--- src/rtl/flash_ctrl_pkg.sv ---
// Shared flash-controller constants.
//   RdFifoDepth : entry count of the read-data FIFO
//   BusW        : flash bus word width
package flash_ctrl_pkg;

    localparam int RdFifoDepth = 16;
    localparam int BusW        = 32;

endpackage

--- src/rtl/flash_rd_fifo_if.sv ---
// Write/read handshake bundle of the flash read-data FIFO.
//   wr_i / wdata_i / wrdy_o     : producer side (read controller data_wr / data / data_rdy)
//   rvalid_o / rready_i / rdata_o : consumer side (host read path)
// Signal suffixes are from the FIFO's point of view.
//   slave  : the FIFO
//   master : the producer/consumer pair driving it
interface flash_rd_fifo_if #(
    parameter int DataW = flash_ctrl_pkg::BusW
);

    logic             wr_i;
    logic [DataW-1:0] wdata_i;
    logic             wrdy_o;
    logic             rvalid_o;
    logic             rready_i;
    logic [DataW-1:0] rdata_o;

    modport slave (
        input  wr_i, wdata_i, rready_i,
        output wrdy_o, rvalid_o, rdata_o
    );

    modport master (
        output wr_i, wdata_i, rready_i,
        input  wrdy_o, rvalid_o, rdata_o
    );

endinterface

--- src/rtl/flash_fifo_ptr.sv ---
// Wrap-bit pointer pair for a power-of-two FIFO.
// It is shared by the read-data and program-data FIFOs.
//   clk_i, rst_ni  : clock, asynchronous active-low reset
//   clr            : synchronous flush, which returns both pointers to 0
//   wr_en, rd_en   : already-qualified push/pop, which advance the pointers
//   widx, ridx     : storage indices (pointer bits without the wrap bit)
//   full, empty    : decoded from the registered pointers
//   level          : registered fill level, which tracks the pointer registers
//   level_next     : the fill level the next clock edge will load
module flash_fifo_ptr
    import flash_ctrl_pkg::*;
#(
    parameter  int Depth = RdFifoDepth,
    localparam int IdxW  = $clog2(Depth),
    localparam int PtrW  = IdxW + 1
) (
    input  logic            clk_i,
    input  logic            rst_ni,
    input  logic            clr,
    input  logic            wr_en,
    input  logic            rd_en,
    output logic [IdxW-1:0] widx,
    output logic [IdxW-1:0] ridx,
    output logic            full,
    output logic            empty,
    output logic [PtrW-1:0] level,
    output logic [PtrW-1:0] level_next
);

    logic [PtrW-1:0] wptr_q, rptr_q;
    logic [PtrW-1:0] wptr_d, rptr_d;

    // NOTE: every signal driven here gets a default on entry, so no path can leave it unassigned and infer a latch.
    always_comb begin
        wptr_d = wptr_q;
        rptr_d = rptr_q;
        if (clr) begin
            wptr_d = '0;
            rptr_d = '0;
        end else begin
            if (wr_en) wptr_d = wptr_q + PtrW'(1);
            if (rd_en) rptr_d = rptr_q + PtrW'(1);
        end
    end

    // The pointers are one bit wider than the index. Modulo subtraction therefore yields 0..Depth without ambiguity.
    assign level_next = wptr_d - rptr_d;

    // NOTE: state registers use non-blocking assignment, so every flop samples pre-edge values.
    always_ff @(posedge clk_i or negedge rst_ni) begin
        if (!rst_ni) begin
            wptr_q <= '0;
            rptr_q <= '0;
            level  <= '0;
        end else begin
            wptr_q <= wptr_d;
            rptr_q <= rptr_d;
            level  <= level_next;
        end
    end

    assign widx  = wptr_q[IdxW-1:0];
    assign ridx  = rptr_q[IdxW-1:0];
    assign empty = (wptr_q == rptr_q);
    assign full  = (widx == ridx) && (wptr_q[IdxW] != rptr_q[IdxW]);

endmodule

--- src/rtl/flash_rd_fifo.sv ---
// Read-data buffer between the flash read controller and the host read path.
//   clk_i, rst_ni : clock, asynchronous active-low reset
//   clr_i         : synchronous flush; empties the FIFO and clears ovfl_err_o
//   bus (slave)   : wr_i/wdata_i/wrdy_o from the controller;
//                   rvalid_o/rready_i/rdata_o to the consumer (fall-through head)
//   depth_o       : registered fill level, 0..Depth
//   wmark_i       : watermark threshold
//   wmark_o       : registered flag, level >= wmark_i
//   ovfl_err_o    : sticky flag, set when a write is attempted while the FIFO is full
module flash_rd_fifo
    import flash_ctrl_pkg::*;
#(
    parameter  int DataW  = BusW,
    parameter  int Depth  = RdFifoDepth,
    localparam int DepthW = $clog2(Depth + 1)
) (
    input  logic              clk_i,
    input  logic              rst_ni,
    input  logic              clr_i,
    flash_rd_fifo_if.slave    bus,
    output logic [DepthW-1:0] depth_o,
    input  logic [DepthW-1:0] wmark_i,
    output logic              wmark_o,
    output logic              ovfl_err_o
);

    localparam int IdxW = $clog2(Depth);

    logic              full, empty;
    logic              wr_en, rd_en;
    logic [IdxW-1:0]   widx, ridx;
    logic [DepthW-1:0] level_next;

    // A flush overrides any concurrent push or pop.
    assign wr_en = bus.wr_i & ~full & ~clr_i;
    assign rd_en = ~empty & bus.rready_i & ~clr_i;

    flash_fifo_ptr #(
        .Depth (Depth)
    ) u_ptr (
        .clk_i      (clk_i),
        .rst_ni     (rst_ni),
        .clr        (clr_i),
        .wr_en      (wr_en),
        .rd_en      (rd_en),
        .widx       (widx),
        .ridx       (ridx),
        .full       (full),
        .empty      (empty),
        .level      (depth_o),
        .level_next (level_next)
    );

    logic [DataW-1:0] mem [Depth];

    // NOTE: the storage array has no reset. Empty slots are never visible because rdata_o is gated by empty.
    always_ff @(posedge clk_i) begin
        if (wr_en) mem[widx] <= bus.wdata_i;
    end

    assign bus.wrdy_o   = ~full;
    assign bus.rvalid_o = ~empty;
    assign bus.rdata_o  = empty ? '0 : mem[ridx];

    // The watermark flag compares against the level being loaded this edge, so it updates together with depth_o.
    always_ff @(posedge clk_i or negedge rst_ni) begin
        if (!rst_ni) begin
            wmark_o    <= 1'b0;
            ovfl_err_o <= 1'b0;
        end else begin
            wmark_o <= (level_next >= wmark_i);
            if (clr_i) begin
                ovfl_err_o <= 1'b0;
            end else if (bus.wr_i && full) begin
                ovfl_err_o <= 1'b1;
            end
        end
    end

endmodule

--- src/flat_wrapper.sv ---
// flat-port wrapper written by rule: the top's interface ports become plain ports
module flash_rd_fifo_flat import flash_ctrl_pkg::*;
#(
    parameter  int DataW  = BusW,
    parameter  int Depth  = RdFifoDepth,
    localparam int DepthW = $clog2(Depth + 1)
)
  (clk_i, rst_ni, clr_i, depth_o, wmark_i, wmark_o, ovfl_err_o, bus_wr_i, bus_wdata_i, bus_rready_i, bus_wrdy_o, bus_rvalid_o, bus_rdata_o);
  flash_rd_fifo_if #(.DataW(DataW)) bus_i ();
  input  logic clk_i;
  input  logic rst_ni;
  input  logic clr_i;
  output logic [DepthW-1:0] depth_o;
  input  logic [DepthW-1:0] wmark_i;
  output logic wmark_o;
  output logic ovfl_err_o;
  input wire logic [$bits(bus_i.wr_i)-1:0] bus_wr_i;
  input wire logic [$bits(bus_i.wdata_i)-1:0] bus_wdata_i;
  input wire logic [$bits(bus_i.rready_i)-1:0] bus_rready_i;
  output wire logic [$bits(bus_i.wrdy_o)-1:0] bus_wrdy_o;
  output wire logic [$bits(bus_i.rvalid_o)-1:0] bus_rvalid_o;
  output wire logic [$bits(bus_i.rdata_o)-1:0] bus_rdata_o;
  assign bus_i.wr_i = bus_wr_i;
  assign bus_i.wdata_i = bus_wdata_i;
  assign bus_i.rready_i = bus_rready_i;
  assign bus_wrdy_o = bus_i.wrdy_o;
  assign bus_rvalid_o = bus_i.rvalid_o;
  assign bus_rdata_o = bus_i.rdata_o;
  flash_rd_fifo #(.DataW(DataW), .Depth(Depth)) u_core (.clk_i(clk_i), .rst_ni(rst_ni), .clr_i(clr_i), .bus(bus_i), .depth_o(depth_o), .wmark_i(wmark_i), .wmark_o(wmark_o), .ovfl_err_o(ovfl_err_o));
endmodule
--- config.mk ---
export PLATFORM = sky130hd
export DESIGN_NAME = flash_rd_fifo_flat
export DESIGN_NICKNAME = d
export VERILOG_FILES = /design/src/rtl/flash_ctrl_pkg.sv /design/src/rtl/flash_rd_fifo_if.sv /design/src/rtl/flash_fifo_ptr.sv /design/src/rtl/flash_rd_fifo.sv /design/src/flat_wrapper.sv
export SDC_FILE = /design/constraint.sdc
export NUM_CORES = 1
export LEC_CHECK = 0
export ABC_AREA = 1
export ABC_CLOCK_PERIOD_IN_PS = 4900
export BUFFER_PORTS_ARGS = -buffer_cell sky130_fd_sc_hd__buf_2
export CORE_ASPECT_RATIO = 1.5
export CORE_MARGIN = 5
export CORE_UTILIZATION = 61
export DETAILED_ROUTE_END_ITERATION = 12
export PLACE_DENSITY = 0.79
export SLEW_MARGIN = 10
export SYNTH_ARGS = -nofsm -noshare
export SYNTH_HDL_FRONTEND = slang
export SYNTH_SLANG_ARGS = --single-unit
--- constraint.sdc ---
create_clock -name clk_i -period 4.9 [get_ports clk_i]
set_input_delay 1.47 -clock clk_i [delete_from_list [all_inputs] [get_ports clk_i]]
set_output_delay 1.47 -clock clk_i [all_outputs]
set_load 0.02 [all_outputs]
Yosys cells after proc, flatten, opt, wreduce, memory -nomap -nowiden --
Memories as Yosys holds them, arrays and structs flattened. Cells that the tools add are included.
Storage, ports and cells: register bits 17, bits in latches 0, memory bits (writable) 512, ROM bits 0, output and inout bits 41, memories 1
Cells by class: add/subtract/negate cells 3, $mul 0, divide/modulo/power cells 0, $lt $le $gt $ge 1, equal/unequal tests 3, shifts and indexed selects 0, multiplexer cells 9, bitwise gates (word level) 7, reduce and logical (&&, ||, !) cells 3
Memory list:
- u_core.mem | words 16, width 32, read ports 1, clocked after Yosys merged registers in 0, write ports 1, line flash_rd_fifo.sv:54 | logic [DataW-1:0] mem [Depth];
Operator list (number):
- 2-to-1 mux 32 bit | 1
- 2-to-1 mux 5 bit | 4
- adder 5 x 1 -> 5 bit, second input constant | 2
- equality test 5 bit | 1
- greater-or-equal comparator 5 bit | 1
- subtractor 5 bit | 1
- bitwise AND 1 bit | 4
- equality test 4 bit | 1
- 2-to-1 mux 1 bit | 4
- NOT 1 bit | 3
- logical AND 1 bit | 2
- nonzero test 2 bit | 1
- != test 1 bit | 1

Logic depth before layout (Yosys ltp) --
depth after elaboration 9, gate-level depth with buffers 22, depth with buffers taken out 21

By module --
A second synthesis with hierarchy kept.
Second synthesis, totals: cell total of the unflattened synthesis 2175, area, all modules 23035.8 sq um
By module, submodules not included:
- flash_rd_fifo | instances 1, cells each 2058, area an instance 22089.9 sq um, sequential area each 15424.8 sq um
- flash_fifo_ptr | instances 1, cells each 117, area an instance 945.9 sq um, sequential area each 375.4 sq um

Worst setup path after synthesis --
OpenSTA, ideal clock, no wires.
kind input to register, from in clr_i, to mem u_core.mem[1][0] (netlist name), enable pin, setup time 461 ps, arrival 4156 ps, data required time 4439 ps, setup slack 283 ps, stages on the path 4, buffers on the path 1, cells stage by stage inv_1 -> buf_2 -> nand3_1 -> nor3_1
On the way: longest elaborated chain between the ends 4
Ends and longest elaborated chain:
- start: declaration | line flat_wrapper.sv:12 | input logic clr_i;
- NOT 1 bit | line flash_rd_fifo.sv:35 | assign wr_en = bus.wr_i & ~full & ~clr_i;
- bitwise AND 1 bit | line flash_rd_fifo.sv:35
- 2-to-1 mux 1 bit | line flash_rd_fifo.sv:58 | if (wr_en) mem[widx] <= bus.wdata_i;
- 2-to-1 mux 1 bit (not written as such) | line flash_rd_fifo.sv:58
- end: declaration | line flash_rd_fifo.sv:54
Every way passes these cells.

Worst setup path in the final report --
from reg u_core.u_ptr.rptr_q[0], to out bus_rdata_o[2]
On the way: longest elaborated chain between the ends 2
Ends and longest elaborated chain:
- start: declaration | line flash_fifo_ptr.sv:30 | logic [PtrW-1:0] wptr_q, rptr_q;
- start signal: assignment | line flash_fifo_ptr.sv:57 | rptr_q <= rptr_d;
- memory read (16 x 32 bit) / equality test 5 bit (equally long branches)
- 2-to-1 mux 32 bit * | line flash_rd_fifo.sv:63 | assign bus.rdata_o = empty ? '0 : mem[ridx];
- end: declaration | line flat_wrapper.sv:22 | output wire logic [$bits(bus_i.rdata_o)-1:0] bus_rdata_o;
Mark *: on every way between the ends. The rest lies on a longest branch, timed or not.

==> run_results.csv <==
group,metric,value,unit
routing,drt_iter0_markers,1682,
die,chipWidth,162,um
clock_tree,clock_latency,0.56,ns
placed_design,placed_area,22000,um^2
die,chipHeight,237,um
routing,vias_per_cell,6.64,
synth,syn_avg_cell_area,13.7,um^2
worst_setup_path,cpPeakStageDelay,0.48,ns
routing,routedWlPerCell,24.6,um
routing,met2_length,26100,um
worst_setup_path,path_depth,7,
cells_and_area,design_area,23500,um^2
clock_tree,postCtsSetupRepairBufs,0,
global_route,grt_max_degree,132,
timing,min_period_over_period,0.913,
status,status,"finished clean",
placed_design,dpl.hpwl,25100,um
worst_setup_path,crit_path_top_delay_cell,"buf_4",
worst_setup_path,critical_path.max_fanout,51,
clock_tree,cts_tree,"built",
global_route,grt_pass1_vias,13500,
die,dieArea,38400,um^2
worst_setup_path,cp_num_buf_inv,3,
cells_and_area,regArea,15800,um^2
timing,fmax,223,MHz
hold_path,hold_depth,2,
global_route,grt_pass1_wl,76300,um
global_route,overflow,0,
timing,rsz0062_at_grt,"no",
routing,met1Wirelength,17500,um
hold_path,hold_class,"reg -> reg",
routing,top_layer,"met4",
global_route,grt_usage,0.259,
clock_tree,cts_hold_buf,0,
routing,drtAntennaViolNets,0,
timing,setup_viol,0,
timing,finalHoldViolCount,0,
worst_setup_path,worstSetupStartpointType,"flop",
timing,min_period,4.48,ns
run,maxCapViolations,0,
worst_setup_path,cp_top_family,"buffers and inverters",
synth,mappedNetlistNets,1595,
clock_tree,clockRootBuffer,"clkbuf_16",
worst_setup_path,path_class,"reg -> out",
timing,drv_slew,0,
clock_tree,cts_resized,0,
synth,ys_seq_area_frac,0.751,
timing,max_slew.worst_pin.slew,1.05,ns
clock_tree,clk_pin_slew,0.07,ns
synth,synth_cell_type_count,31,
synth,synth_ff_type,"edfxtp_1",
worst_setup_path,reg2reg_depth,18,
worst_setup_path,crit_path_cell_trace,"buf_4 -> buf_4 -> o21ai_0 -> o221ai_1 -> nand3_1 -> a21oi_1 -> buf_2",
timing,slew_headroom,0.298,
synth,yosysWarnings,0,
synth,async_flop_share,0.0321,
routing,num_vias,13700,
synth,synth_edf_count,512,
worst_setup_path,reg2reg_slack,1.30,ns
synth,synth_seq_cells,529,
cells_and_area,area_growth,11.6,%
die,pin_count,83,
power,power_density,408,nW/um^2
placed_design,io_buffers,82,
routing,drcViolationCount,0,
routing,dr.pass1.iters,6,
global_route,antenna_found_initial,1,
cells_and_area,drive_above_1_share,0.142,
power,p_leak,7.84,nW
cells_and_area,nFillCells,2155,
synth,syn-instance-count,1538,
timing,final.setup.tns,0,ns
die,initial_utilization,0.616,
worst_setup_path,critPathArrivalTime,3.01,ns
timing,skew,0.0126,ns
die,core-area,34200,um^2
clock_tree,clock_path_buffers,3,
power,vdd.ir_drop.worst,246,uV
clock_tree,cts_buffers,45,
worst_setup_path,cp.required,3.43,ns
synth,netlist_area,21000,um^2
clock_tree,htree_levels,2,
cells_and_area,diodes,0,
placed_design,gp_congestion,0.788,
routing,wl,50500,um
routing,wl_met3,5030,um
clock_tree,clock_sinks,529,
worst_setup_path,crit_top_cell,"buf_4",
cells_and_area,final_nets,1653,
cells_and_area,multi_input_area,4740,um^2
worst_setup_path,worstSetupEndpointType,"output pin",
die,rows,83,
## metrics by stage
stage                      util  hold slack, ns  power [mW]  std cells  worst slack, ns
after floorplan               -           0.600        5.74       1538            0.283
after global placement    0.644           0.507        6.07       1974             1.03
after detailed placement  0.644           0.510        6.11       1974            0.939
after CTS                 0.687           0.522        9.60       2058            0.434
after global routing      0.687           0.553        9.88       2058            0.281
final                     0.687           0.527        9.59       2058            0.425
## registers in the layout, summed over array words and instances, names as in the netlist
register and flops:
u_core.u_ptr.level 5, u_core.ovfl_err_o 1, u_core.u_ptr.rptr_q 5, u_core.mem 512, u_core.wmark_o 1, u_core.u_ptr.wptr_q 5
## final timing paths
kind,from,to
worst max-delay path,u_core.u_ptr.rptr_q[0],bus_rdata_o[2]
worst max register to register,u_core.u_ptr.rptr_q[1],u_core.wmark_o
worst min register to register,u_core.ovfl_err_o,u_core.ovfl_err_o
worst min-delay path,u_core.ovfl_err_o,u_core.ovfl_err_o
min in group asynchronous,rst_ni,u_core.u_ptr.level[2]
max in group asynchronous,rst_ni,u_core.u_ptr.rptr_q[0]
## cell families after synthesis
kind of cell | synth area share
AOI/OAI and AO/OA | 0.125
xor gates and xnor gates | 0.00161
adders and majority gates | 0.00927
buffers and inverters | 0.0285
DFF | 0.751
and+or+nand+nor | 0.0845
## where the power goes
part	leakage, nW	total, mW	switching (mW)	internal, mW
Clock	0.722	3.57	1.54	2.03
Sequential	4.83	5.02	0.0148	5.00
Combinational	2.28	1.00	0.723	0.280
Total	7.84	9.59	2.28	7.31
## routing by layer
metal / GRT usage / vias to the layer above
met5: 0 / -
li1: - / 5960
met2: 0.451 / 867
met4: 0.103 / 0
met3: 0.0413 / 153
met1: 0.328 / 6677
## final cells by class
cell class / instances / share of cell area
inverter: 40 / 0.00666
sequential: 529 / 0.673
clock inverter: 26 / 0.0110
multi-input combinational: 859 / 0.202
timing repair buffer: 121 / 0.0331
clock buffer: 58 / 0.0518
tap: 425 / 0.0226
## cell usage in the layout (no fill, tap or decap), types with 11 or more instances in the layout
| master | Yosys | routed |
|---|---|---|
| o21ai_0 | 250 | 250 |
| dfrtp_1 | 17 | 13 |
| nor2_1 | 266 | 261 |
| o221ai_1 | 128 | 128 |
| nand3_1 | 75 | 75 |
| nand2_1 | 37 | 37 |
| edfxtp_1 | 512 | 512 |
| a21oi_1 | 36 | 36 |
| inv_1 | 30 | 29 |
| clkbuf_16 | 0 | 47 |
| buf_4 | 2 | 33 |
| ha_1 | 14 | 14 |
| buf_2 | 24 | 82 |
| nor3_2 | 0 | 11 |
| clkbuf_1 | 79 | 11 |
## tightest hold or removal path, cell delays in order, from the launching register on
cell and delay (ns):
dfrtp_1 0.38, inv_1 0.05, a21oi_1 0.06
## cells in the mapped netlist (2+ instances only)
| cell type | count | area [um^2] |
|---|---|---|
| a21oi_1 | 36 | 180 |
| buf_1 | 5 | 18.8 |
| buf_2 | 24 | 120 |
| buf_4 | 2 | 15.0 |
| clkbuf_1 | 79 | 297 |
| dfrtp_1 | 17 | 425 |
| edfxtp_1 | 512 | 15400 |
| ha_1 | 14 | 175 |
| inv_1 | 30 | 113 |
| inv_2 | 10 | 37.5 |
| nand2_1 | 37 | 139 |
| nand2_2 | 7 | 43.8 |
| nand3_1 | 75 | 375 |
| nand3_2 | 3 | 30.0 |
| nand3_4 | 2 | 35.0 |
| nand4_1 | 3 | 18.8 |
| nor2_1 | 266 | 998 |
| nor2_4 | 2 | 22.5 |
| nor3_1 | 14 | 70.1 |
| nor4_1 | 2 | 12.5 |
| o211ai_1 | 2 | 15.0 |
| o21ai_0 | 250 | 1250 |
| o21ai_1 | 8 | 40.0 |
| o21bai_1 | 3 | 22.5 |
| o221ai_1 | 128 | 1120 |
| xnor2_1 | 2 | 17.5 |
Note: power is estimated with default switching activity, not from simulation.
